`src/rtl/prga.sv`:
```
// prga: ARC4 keystream stage; decrypts length-prefixed CT into PT while swapping S in place
module prga #(
  parameter int RD_LAT = 1
) (
  input  logic       clk,
  input  logic       rst_n,
  input  logic       en,
  output logic       rdy,
  output logic [7:0] s_addr,
  input  logic [7:0] s_rddata,
  output logic [7:0] s_wrdata,
  output logic       s_wren,
  output logic [7:0] ct_addr,
  input  logic [7:0] ct_rddata,
  output logic [7:0] pt_addr,
  output logic [7:0] pt_wrdata,
  output logic       pt_wren
);
  typedef enum logic [3:0] {
    IDLE, RD_LEN, WR_LEN, RD_SI, RD_SJ, WR_SI, WR_SJ, RD_PAD, WR_PT, DONE
  } state_t;
  state_t     r_state, w_next;
  logic [1:0] r_wait;
  logic [7:0] r_i, r_j, r_k, r_len, r_si, r_sj, r_pad, r_ct;
  logic       w_rd, w_last;
  assign w_rd   = r_state inside {RD_LEN, RD_SI, RD_SJ, RD_PAD};
  assign w_last = r_wait == 2'(RD_LAT);
  // state register
  always_ff @(posedge clk or negedge rst_n)
    if (!rst_n) r_state <= IDLE;
    else        r_state <= w_next;
  // read wait counter: zero in the issue cycle, capture happens when it reaches RD_LAT
  always_ff @(posedge clk or negedge rst_n)
    if (!rst_n) r_wait <= 2'd0;
    else        r_wait <= (w_rd && !w_last) ? r_wait + 2'd1 : 2'd0;
  // next state and memory port drive; addresses are held for the whole read so any latency works
  always_comb begin
    w_next    = r_state;
    rdy       = 1'b0;
    s_addr    = 8'd0;
    s_wrdata  = 8'd0;
    s_wren    = 1'b0;
    ct_addr   = 8'd0;
    pt_addr   = 8'd0;
    pt_wrdata = 8'd0;
    pt_wren   = 1'b0;
    case (r_state)
      IDLE, DONE: begin
        rdy    = 1'b1;
        w_next = en ? RD_LEN : IDLE;
      end
      RD_LEN: w_next = w_last ? WR_LEN : RD_LEN;
      WR_LEN: begin
        pt_wrdata = r_len;
        pt_wren   = 1'b1;
        w_next    = (r_len == 8'd0) ? DONE : RD_SI;
      end
      RD_SI: begin
        s_addr = r_i + 8'd1;
        w_next = w_last ? RD_SJ : RD_SI;
      end
      RD_SJ: begin
        s_addr = r_j;
        w_next = w_last ? WR_SI : RD_SJ;
      end
      WR_SI: begin
        s_addr   = r_i;
        s_wrdata = r_sj;
        s_wren   = 1'b1;
        w_next   = WR_SJ;
      end
      WR_SJ: begin
        s_addr   = r_j;
        s_wrdata = r_si;
        s_wren   = 1'b1;
        w_next   = RD_PAD;
      end
      RD_PAD: begin
        s_addr  = r_si + r_sj;
        ct_addr = r_k;
        w_next  = w_last ? WR_PT : RD_PAD;
      end
      WR_PT: begin
        pt_addr   = r_k;
        pt_wrdata = r_pad ^ r_ct;
        pt_wren   = 1'b1;
        w_next    = (r_k == r_len) ? DONE : RD_SI;
      end
      default: w_next = IDLE;
    endcase
  end
  // datapath: indices, length and captured read data
  always_ff @(posedge clk or negedge rst_n)
    if (!rst_n) begin
      r_i   <= 8'd0;
      r_j   <= 8'd0;
      r_k   <= 8'd0;
      r_len <= 8'd0;
      r_si  <= 8'd0;
      r_sj  <= 8'd0;
      r_pad <= 8'd0;
      r_ct  <= 8'd0;
    end else begin
      case (r_state)
        IDLE, DONE: if (en) begin
          r_i <= 8'd0;
          r_j <= 8'd0;
          r_k <= 8'd1;
        end
        RD_LEN: if (w_last) r_len <= ct_rddata;
        RD_SI: if (w_last) begin
          r_si <= s_rddata;
          r_i  <= r_i + 8'd1;
          r_j  <= r_j + s_rddata;
        end
        RD_SJ: if (w_last) r_sj <= s_rddata;
        RD_PAD: if (w_last) begin
          r_pad <= s_rddata;
          r_ct  <= ct_rddata;
        end
        WR_PT: if (r_k != r_len) r_k <= r_k + 8'd1;
        default: ;
      endcase
    end
endmodule

```
`config.mk`:
```
export PLATFORM = sky130hd
export DESIGN_NAME = prga
export DESIGN_NICKNAME = d
export VERILOG_FILES = /design/src/rtl/prga.sv
export SDC_FILE = /design/constraint.sdc
export NUM_CORES = 1
export LEC_CHECK = 0
export ABC_AREA = 1
export CORE_AREA = 2 2 89 91
export DETAILED_ROUTE_END_ITERATION = 6
export DIE_AREA = 0 0 91 93
export PLACE_DENSITY = 0.94
export SYNTH_ARGS = -nofsm -noshare
export SYNTH_HDL_FRONTEND = slang
export SYNTH_SLANG_ARGS = --single-unit
```
`constraint.sdc`:
```
create_clock -name clk -period 3 [get_ports clk]
set_input_delay 0.6 -clock clk [delete_from_list [all_inputs] [get_ports clk]]
set_output_delay 0.6 -clock clk [all_outputs]
set_load 0.02 [all_outputs]
```
======== Yosys cells after proc, flatten, opt, wreduce, memory -nomap -nowiden ========
Index checks and enable logic that the tools add are counted.
W data, S select, Z words.
word-level totals
  register bits after elaboration ......... 70
cells by class
  $add $sub $neg .......................... 5
  equal/unequal tests ..................... 15
  muxes and demuxes ....................... 25
  bitwise operators ....................... 1
  reductions and logical operators ........ 17
operator list
  kind                   count
  $pmux W8 S2            5
  $mux W8                7
  $pmux W4 S9            1
  $pmux W8 S4            1
  $add A8 B1 Y8 const B  2
  $add A8 B8 Y8          2
  $eq A4 B3 Y1 const B   4
  $mux W4                3
  $eq A4 B2 Y1 const B   2
  $eq A4 B4 Y1 const B   2
  $eq A8 B8 Y1           1
  $logic_not A8 Y1       1
  $ne A8 B8 Y1           1
  $reduce_and A2 Y1      4
  $reduce_or A2 Y1       4
  $xor A8 B8 Y8          1
  $ne A2 B2 Y1 const B   3
  $reduce_and A3 Y1      2
  $mux W1                5
  $eq A4 B1 Y1 const B   1
  $logic_not A4 Y1       1
  $mux W2                2
  $reduce_bool A2 Y1     2
  $reduce_bool A4 Y1     1
  other kinds (5)        5

======== Depth between registers and ports, before layout ========
Gate-level depths: netlist of the first run.
  depth after elaboration ................. 4
  gate-level depth with buffers ........... 11
  mapped depth without buffers ............ 11

======== Worst setup path after synthesis of the first run ========
No wires, ideal clock.
  path type ............................... flip-flop to output port
  start point ............................. register r_si[0]
  end point ............................... output s_addr[6]
  arrival ................................. 1526 ps
  slack ................................... 874 ps
  stages on the path, launching flop included .. 11
  path through ............................ dfrtp_1 ha_1 inv_1 fa_1 inv_1 nand3_1 nand2_1 nand3_1 nand3b_1 nand3_1 nand2_1
between the ends
  cells in the longest elaborated chain, start to end .. 2
ends and longest elaborated chain
  what                    line  text
  start, declared         24    logic [7:0] r_i, r_j, r_k, r_len, r_si, r_sj, r_pad, r_ct;
  start signal, assigned  112   r_si <= s_rddata;
  $add A8 B8 Y8           79    s_addr = r_si + r_sj;
  $pmux W8 S4             47    case (r_state)
  end, declared           9     output logic [7:0] s_addr,
No other way between the ends.

======== Worst setup path after layout of the first run ========
  start point ............................. register r_state[2]
  end point ............................... output s_wrdata[2]
between the ends
  cells in the longest elaborated chain, start to end .. 2
  elaborated cells on any way between the ends .. 3
  classes of those cells .................. eq/ne (2); mux (1)
ends and longest elaborated chain
  what                    line  text
  start, declared         22    state_t r_state, w_next;
  start signal, assigned  31    else r_state <= w_next;
  $eq A4 B3 Y1            47
  $pmux W8 S2 (*)         47
  end, declared           11    output logic [7:0] s_wrdata,
Every way passes the cells marked *; elsewhere a longest branch is shown, timed or not.

==> results of run 1 <==
cells in the mapped netlist (9+ instances only):
| cell | number |
|---|---|
| a21oi_1 | 11 |
| o22ai_1 | 10 |
| inv_1 | 72 |
| nor2_1 | 43 |
| nand2_1 | 181 |
| xnor2_1 | 15 |
| o21ai_0 | 45 |
| nand3_1 | 41 |
| dfrtp_1 | 70 |
| ha_1 | 17 |
| nand4_1 | 9 |
| o21ai_1 | 9 |
cells in the final DEF (no fill, tap or decap), types with 10 or more instances in the layout:
master,Yosys,final
nand2_1,181,177
inv_1,72,70
dfrtp_1,70,70
clkdlybuf4s50_1,0,52
o21ai_0,45,45
nor2_1,43,41
nand3_1,41,41
ha_1,17,17
xnor2_1,15,15
a21oi_1,11,11
o22ai_1,10,10
flip-flops by register name, indices dropped and copies added, names as in the netlist:
register / cells
r_sj: 8
r_k: 8
r_pad: 8
r_ct: 8
r_len: 8
r_si: 8
r_j: 8
r_i: 8
r_wait: 2
r_state: 4
kinds of logic (layout without fill, tap and decap cells):
kind of cell | Yosys count | after routing
fa+ha+maj | 19 | 19
xor+xnor | 18 | 18
flops | 70 | 70
buf+inv | 92 | 158
simple gates | 295 | 295
compound gates | 94 | 94
worst max-delay path by stage:
stage / cells after the start / startpoint / to
2_1_floorplan: 10 / r_si[0]$_DFFE_PN0P_ / s_addr[6]
3_3_place_gp: 11 / r_si[0]$_DFFE_PN0P_ / s_addr[6]
3_5_place_dp: 11 / r_si[0]$_DFFE_PN0P_ / s_addr[6]
4_1_cts: 7 / r_state[0]$_DFF_PN0_ / s_addr[2]
5_1_grt: 6 / r_state[0]$_DFF_PN0_ / s_wrdata[2]
6_report: 6 / r_state[2]$_DFF_PN0_ / s_wrdata[2]
power by group:
| part | internal [mW] | switching, mW |
|---|---|---|
| Clock | 0.471 | 0.398 |
| Sequential | 1.31 | 0.353 |
| Combinational | 1.04 | 1.69 |
final cells by class:
| cell class | instances | area (um2) |
|---|---|---|
| tap | 102 | 128 |
| inverter | 76 | 289 |
| fill | 548 | 2210 |
| timing repair buffer | 65 | 657 |
| clock buffer | 9 | 124 |
| clock inverter | 7 | 97.6 |
| sequential | 70 | 1750 |
| multi-input combinational | 426 | 2260 |
| timing repair inverter | 1 | 7.51 |
stage by stage:
| step | power [mW] | cells |
|---|---|---|
| 2_1_floorplan | 3.46 | 588 |
| 3_3_place_gp | 4.11 | 739 |
| 3_5_place_dp | 4.28 | 739 |
| 4_1_cts | 5.16 | 755 |
| 5_1_grt | 5.63 | 756 |
| 6_report | 5.27 | 756 |
worst max-delay path: cells and delay by family, from the launching register on:
kind,cells,cell delay (ns)
and+or+nand+nor,2,0.27
AOI/OAI and AO/OA,1,0.27
DFF,1,0.42
buffers and inverters,3,0.91
what timing repair did:
action / 4_1_cts / 5_1_grt
pin swaps: 0 / 0
setup endpoints to repair: 3 / 20
cloned: 0 / 1
hold endpoints to repair: 0 / 0
gates resized for setup: 4 / 16
layer usage:
layer	track usage [%]	up-vias	share of wire, %
met1	37.5	2125	39
met3	4.67	53	7.4
met5	0	-	0
li1	-	2039	-
met4	15.5	0	4.0
met2	50.3	266	49
==> run metrics, run 1 <==
status=complete, no violations; Synth Area in Simple Gates=28.8%; Period Utilization, post-route=94.4%; Die X=slightly above 90 um; Rows=32; Synth top area share=40.2%; First-pass DRT Iterations=5; Post-DP Area=5050 um2; Post-Synth XOR/XNOR Area=about 3.6%; critical path cell sequence=inv_1 > nor2_2 > nand2_2 > clkinvlp_4 > a32o_1 > clkdlybuf4s50_1; first-pass GRT wire length=20,300 um; CTS Hold Bufs=0; Core ar.=7530 um2; Sink Count=70; r2r endpoint=r_ct[0]$_DFFE_PN0P_; RR Startpoint=r_state[0]$_DFF_PN0_; syn avg cell area=7.42 um2; Synth Register Bits=70; layout cells sized above 1=7.80%; average wire per standard cell=16.1 um; vias per cell=between 5 and 6; Seq/Total Area, Yosys=40.2%; main area contributors after synthesis=dfrtp_1 (40%), nand2_1 (16%), inv_1 (6.2%), o21ai_0 (5.2%), ha_1 (4.9%); fin util=between 70% and 80%; Main synth FF type=dfrtp_1; Synth Area in Compound Gates=13.1%; clock-pin slew on the worst setup and hold paths=approximately 0.080 ns; Syn Nets=626; Initial Utilization=about 58%; Final Cell Area=5310 um2; Overflow after GRT=0; Area growth syn-to-layout=21.8%; fmax=353 MHz; post-CTS setup buffers=0; fin nets=approximately 690; Unique masters post-synth=37; Die Ht=around 93 um; Cell Pwr Density=991 nW/um2; diode count=0; YS warnings=0; Die Area=about 8500 um2; EDFF count, synth=0; crit start category=register; Max Slew Vio Count=0; Setup crit end kind=output port; H-tree depth=3; Crit Path Max Fanout=7; RSZ-0062 raised after global routing=no; final hold slack=just over 0.3 ns; minimum clock period=roughly 2.8 ns; All-Layer GR Usage=29.9%; Remaining DRCs=0; Final WS setup=0.169 ns; I/O Buffers=61; sum of negative setup slack=0 ns; clock skew=0.00626 ns; max-cap viol count=0; CTS Buf Count=9; Rel. slew slack=36.5%; Iteration-0 DRC Markers=470; Final ANT Viol Nets=0; vias in the first global route=4,328; # setup viols final=0; number of antenna violations at the first check in global routing=0; slowest stage delay, CP=0.54 ns; clk root buf=clkbuf_8; GPL Wtd Cong=~0.95; clock buffer depth=2; routed vias=4,483; required time worst endpoint=2.40 ns; Leak=2.65 nW; worst-margin pin slew=0.950 ns; VDD IR max=0.593 mV; Mapped Cells=between 500 and 600; adder-cell share of the synthesized area=5.79%; I/O pin count=62; Synth async-reset ratio=100%; Detailed Route WL=12,200 um; largest family of logic cells by synthesized area=simple AND/OR/NAND/NOR gates; post-DP HPWL=approximately 8800 um; critical setup path kind=register to output port; slowest CP cell=clkdlybuf4s50_1; clock latency on the worst-skew pair=0.36 ns; post-synth top area cell=dfrtp_1; mapped cell area=4360 um2; CP arrival=2.23 ns; largest net degree at the start of global routing=38; CTS tree=yes; r2r setup slk=0.71 ns; DP Worst Slack=0.262 ns; Worst Hold Class=input pin to asynchronous set/reset pin; multiplexer share of the synthesized area=0%; final hold vios=0; r2r worst-path depth=6
Note: power is estimated with default switching activity, not from simulation.
==> inputs of run 2 (changes only) <==
- CORE_AREA: 2 2 89 91 -> 2 2 93 95
- DIE_AREA: 0 0 91 93 -> 0 0 95 97
- GPL_TIMING_DRIVEN: default -> 0
- PLACE_DENSITY: 0.94 -> 0.87
- clock period: 3 -> 3.11 ns (I/O delays scaled with it)
==> run 2 against run 1 <==
Worst setup slack got worse by 0.0097 ns. Flip-flop and latch count unchanged. Routed wire length decreased by 6.4%. Sequential share of layout area decreased by 0.093 points. Power decreased by 6.0%. Clock power decreased by 14%.
==> run metrics, run 2 (same netlist as run 1, synthesis figures left out) <==
final hold slack=0.396 ns (+0.0891 ns); Core ar.=8130 um2 (+8.1%); most common cell after layout, fill and taps aside=nand2_1; required time worst endpoint=2.49 ns (+0.09 ns); H-tree depth=3 (unchanged); Internal Pwr Total=2.69 mW (-4.6%); Leak=2.74 nW (+3.3%); switch share=45.6% (-0.80 points); I/O Buffers=61 (unchanged); First-pass DRT Iterations=5 (unchanged); I/O pin count=62 (unchanged); clock skew=0.0109 ns (+0.00463 ns); status=complete, no violations; Sink Count=70 (unchanged); minimum clock period=2.95 ns; CP delay by family, top=adder cells; CTS Buf Count=9 (unchanged); slowest stage delay, CP=0.39 ns (-0.15 ns); Max Slew Vio Count=0 (unchanged); r2r worst-path depth=11 (+5); # setup viols final=0 (unchanged); diode count=0 (unchanged); Rows=33 (+3.1%); fin nets=698 (+1.6%); Die Ht=97 um (+4.3%); switching power=2.26 mW (-7.7%); worst-margin pin slew=0.892 ns (-0.0579 ns); Setup crit end kind=output port; clock-pin slew on the worst setup and hold paths=0.08 ns (about the same); CP startpoint=r_sj[0]$_DFFE_PN0P_; first-pass GRT wire length=19,000 um (-6.6%); Final ANT Viol Nets=0 (unchanged); Gate power share=52.5% (+0.7 points); Rel. slew slack=40.5% (+4.0 points); r2r endpoint=r_j[0]$_DFFE_PN0P_; slowest CP cell=dfrtp_1; Die X=95 um (+4.4%); GPL Wtd Cong=0.953 (+0.47%); Die Area=9220 um2 (+8.9%); sequential share of power=32.4% (+0.7 points); Period Utilization, post-route=a little over nine tenths; layout cells sized above 1=7.37% (-0.43 points); crit start category=register; DP Worst Slack=0.273 ns (+0.0105 ns); Layout fillers=644 (+18%); clk root buf=clkbuf_8; Cell Pwr Density=929 nW/um2 (-6.3%); VDD IR max=0.463 mV (-22%); Final Cell Area=5330 um2 (+0.28%); Post-DP Area=5100 um2 (+0.97%); Clk network pwr share=15.1% (-1.4 points); Crit Path Max Fanout=3 (-4); r2r setup slk=1.30 ns (+0.59 ns); vias in the first global route=4,025 (-7.0%); Crit. path cell count=11 (+5); max-cap viol count=0 (unchanged); CTS tree=yes; clock latency on the worst-skew pair=0.35 ns (about the same); Initial Utilization=53.6% (-4.3 points); routed vias=4,293 (-4.2%); CTS Hold Bufs=0 (unchanged); critical path cell sequence=ha_1 > inv_1 > fa_1 > inv_1 > nand3_1 > nand2_1 > nand3_1 > nand3b_1 > nand3_1 > nand2_1 > dlygate4sd2_1; final hold vios=0 (unchanged); clock buffer depth=2 (unchanged); Area growth syn-to-layout=22.2%; RSZ-0062 raised after global routing=no; critical setup path kind=register to output port; vias per cell=5.58 (-6.0%); worst setup path end=s_addr[6]; Iteration-0 DRC Markers=301 (-36%); CP arrival=2.33 ns (+0.10 ns); Worst Hold Class=input pin to asynchronous set/reset pin; RR Startpoint=r_wait[1]$_DFF_PN0_; Most Frequent Cell on Critical Path=nand3_1; post-DP HPWL=8640 um (-1.9%); Detailed Route WL=11,400 um (-6.4%); Overflow after GRT=0 (unchanged); largest net degree at the start of global routing=71 (+87%); fmax=339 MHz; crit path buf inv count=3 (unchanged); All-Layer GR Usage=25.9% (-4.1 points); Remaining DRCs=0 (unchanged); average wire per standard cell=14.8 um (-8.1%); most frequent cells in the layout=nand2_1 (180), inv_1 (71), dfrtp_1 (70); Final WS setup=0.159 ns (-0.00967 ns); post-CTS setup buffers=0 (unchanged); number of antenna violations at the first check in global routing=0 (unchanged)
==> run 2: cell count changes in the layout (fill, tap and decap cells not counted), sizes merged, moves of 3 or more <==
cell,before,now
clkinvlp,4,1
clkdlybuf4s50,52,48
clkbuf,10,19
buf,5,8
dlymetal6s2s,6,9
==> run 2: through the flow <==
step	TNS, ns	cells	total power, mW	utilization [%]
2_1_floorplan	0	588	3.34	-
3_3_place_gp	-62.35	754	4.04	62.7
3_5_place_dp	0	754	4.17	62.7
4_1_cts	0	770	4.91	65.1
5_1_grt	0	770	5.32	65.5
6_report	0	770	4.95	65.5
==> run 2: timing repair <==
item / in CTS / in global routing
resized for setup: 3 / 14
endpoints found under the setup margin: 3 / 17
hold endpoints to repair: 0 / 0
==> run 2: metal layers <==
layer  part of all wire (%)  GRT usage, %  up-vias  wire (um)
li1                       -             -     2056          -
met1                     43          36.4     2034       4920
met2                     48          40.1      175       5480
met3                    6.2          2.96       28        711
met4                    2.6          11.3        0        291
met5                      0             0        -          0
==> run 2: worst reg2reg max path, cell delays in order, from the launching register on <==
cell and delay (ns):
dfrtp_1 0.37, inv_1 0.05, ha_1 0.21, inv_1 0.11, nor2_1 0.18, nand2_2 0.08
inv_2 0.17, or2_4 0.17, nand2_4 0.08, buf_6 0.16, nand2_1 0.08, nand2_1 0.05
==> run 2: cell type report <==
class	count	area [um2]	area share, %
inverters	76	285	5.35
clock buffers	10	138	2.58
well taps	105	131	2.47
plain buffers	16	87.6	1.64
repair buffers	61	627	11.8
clock inverters	6	61.3	1.15
flip-flops and latches	70	1750	32.9
multi-input cells	426	2250	42.2
==> run 2: power groups by stage <==
stage	sequential, mW	combinational (mW)	clock (mW)
after detailed placement	1.60	2.56	0
final	1.60	2.60	0.747
after floorplan	1.51	1.83	0
after global routing	1.65	2.87	0.798
after global placement	1.59	2.45	0
after CTS	1.59	2.57	0.751
==> run 2: worst min-delay path by stage <==
stage,startpoint,cells past startpoint,endpoint,slack [ns]
detailed placement,r_wait[0]$_DFF_PN0_,1,r_wait[0]$_DFF_PN0_,0.44
floorplan,rst_n,0,r_ct[0]$_DFFE_PN0P_,0.33
global route,r_wait[0]$_DFF_PN0_,1,r_wait[0]$_DFF_PN0_,0.47
global placement,r_wait[0]$_DFF_PN0_,1,r_wait[0]$_DFF_PN0_,0.42
CTS,rst_n,1,r_len[6]$_DFFE_PN0P_,0.43
finish,rst_n,1,r_len[6]$_DFFE_PN0P_,0.40
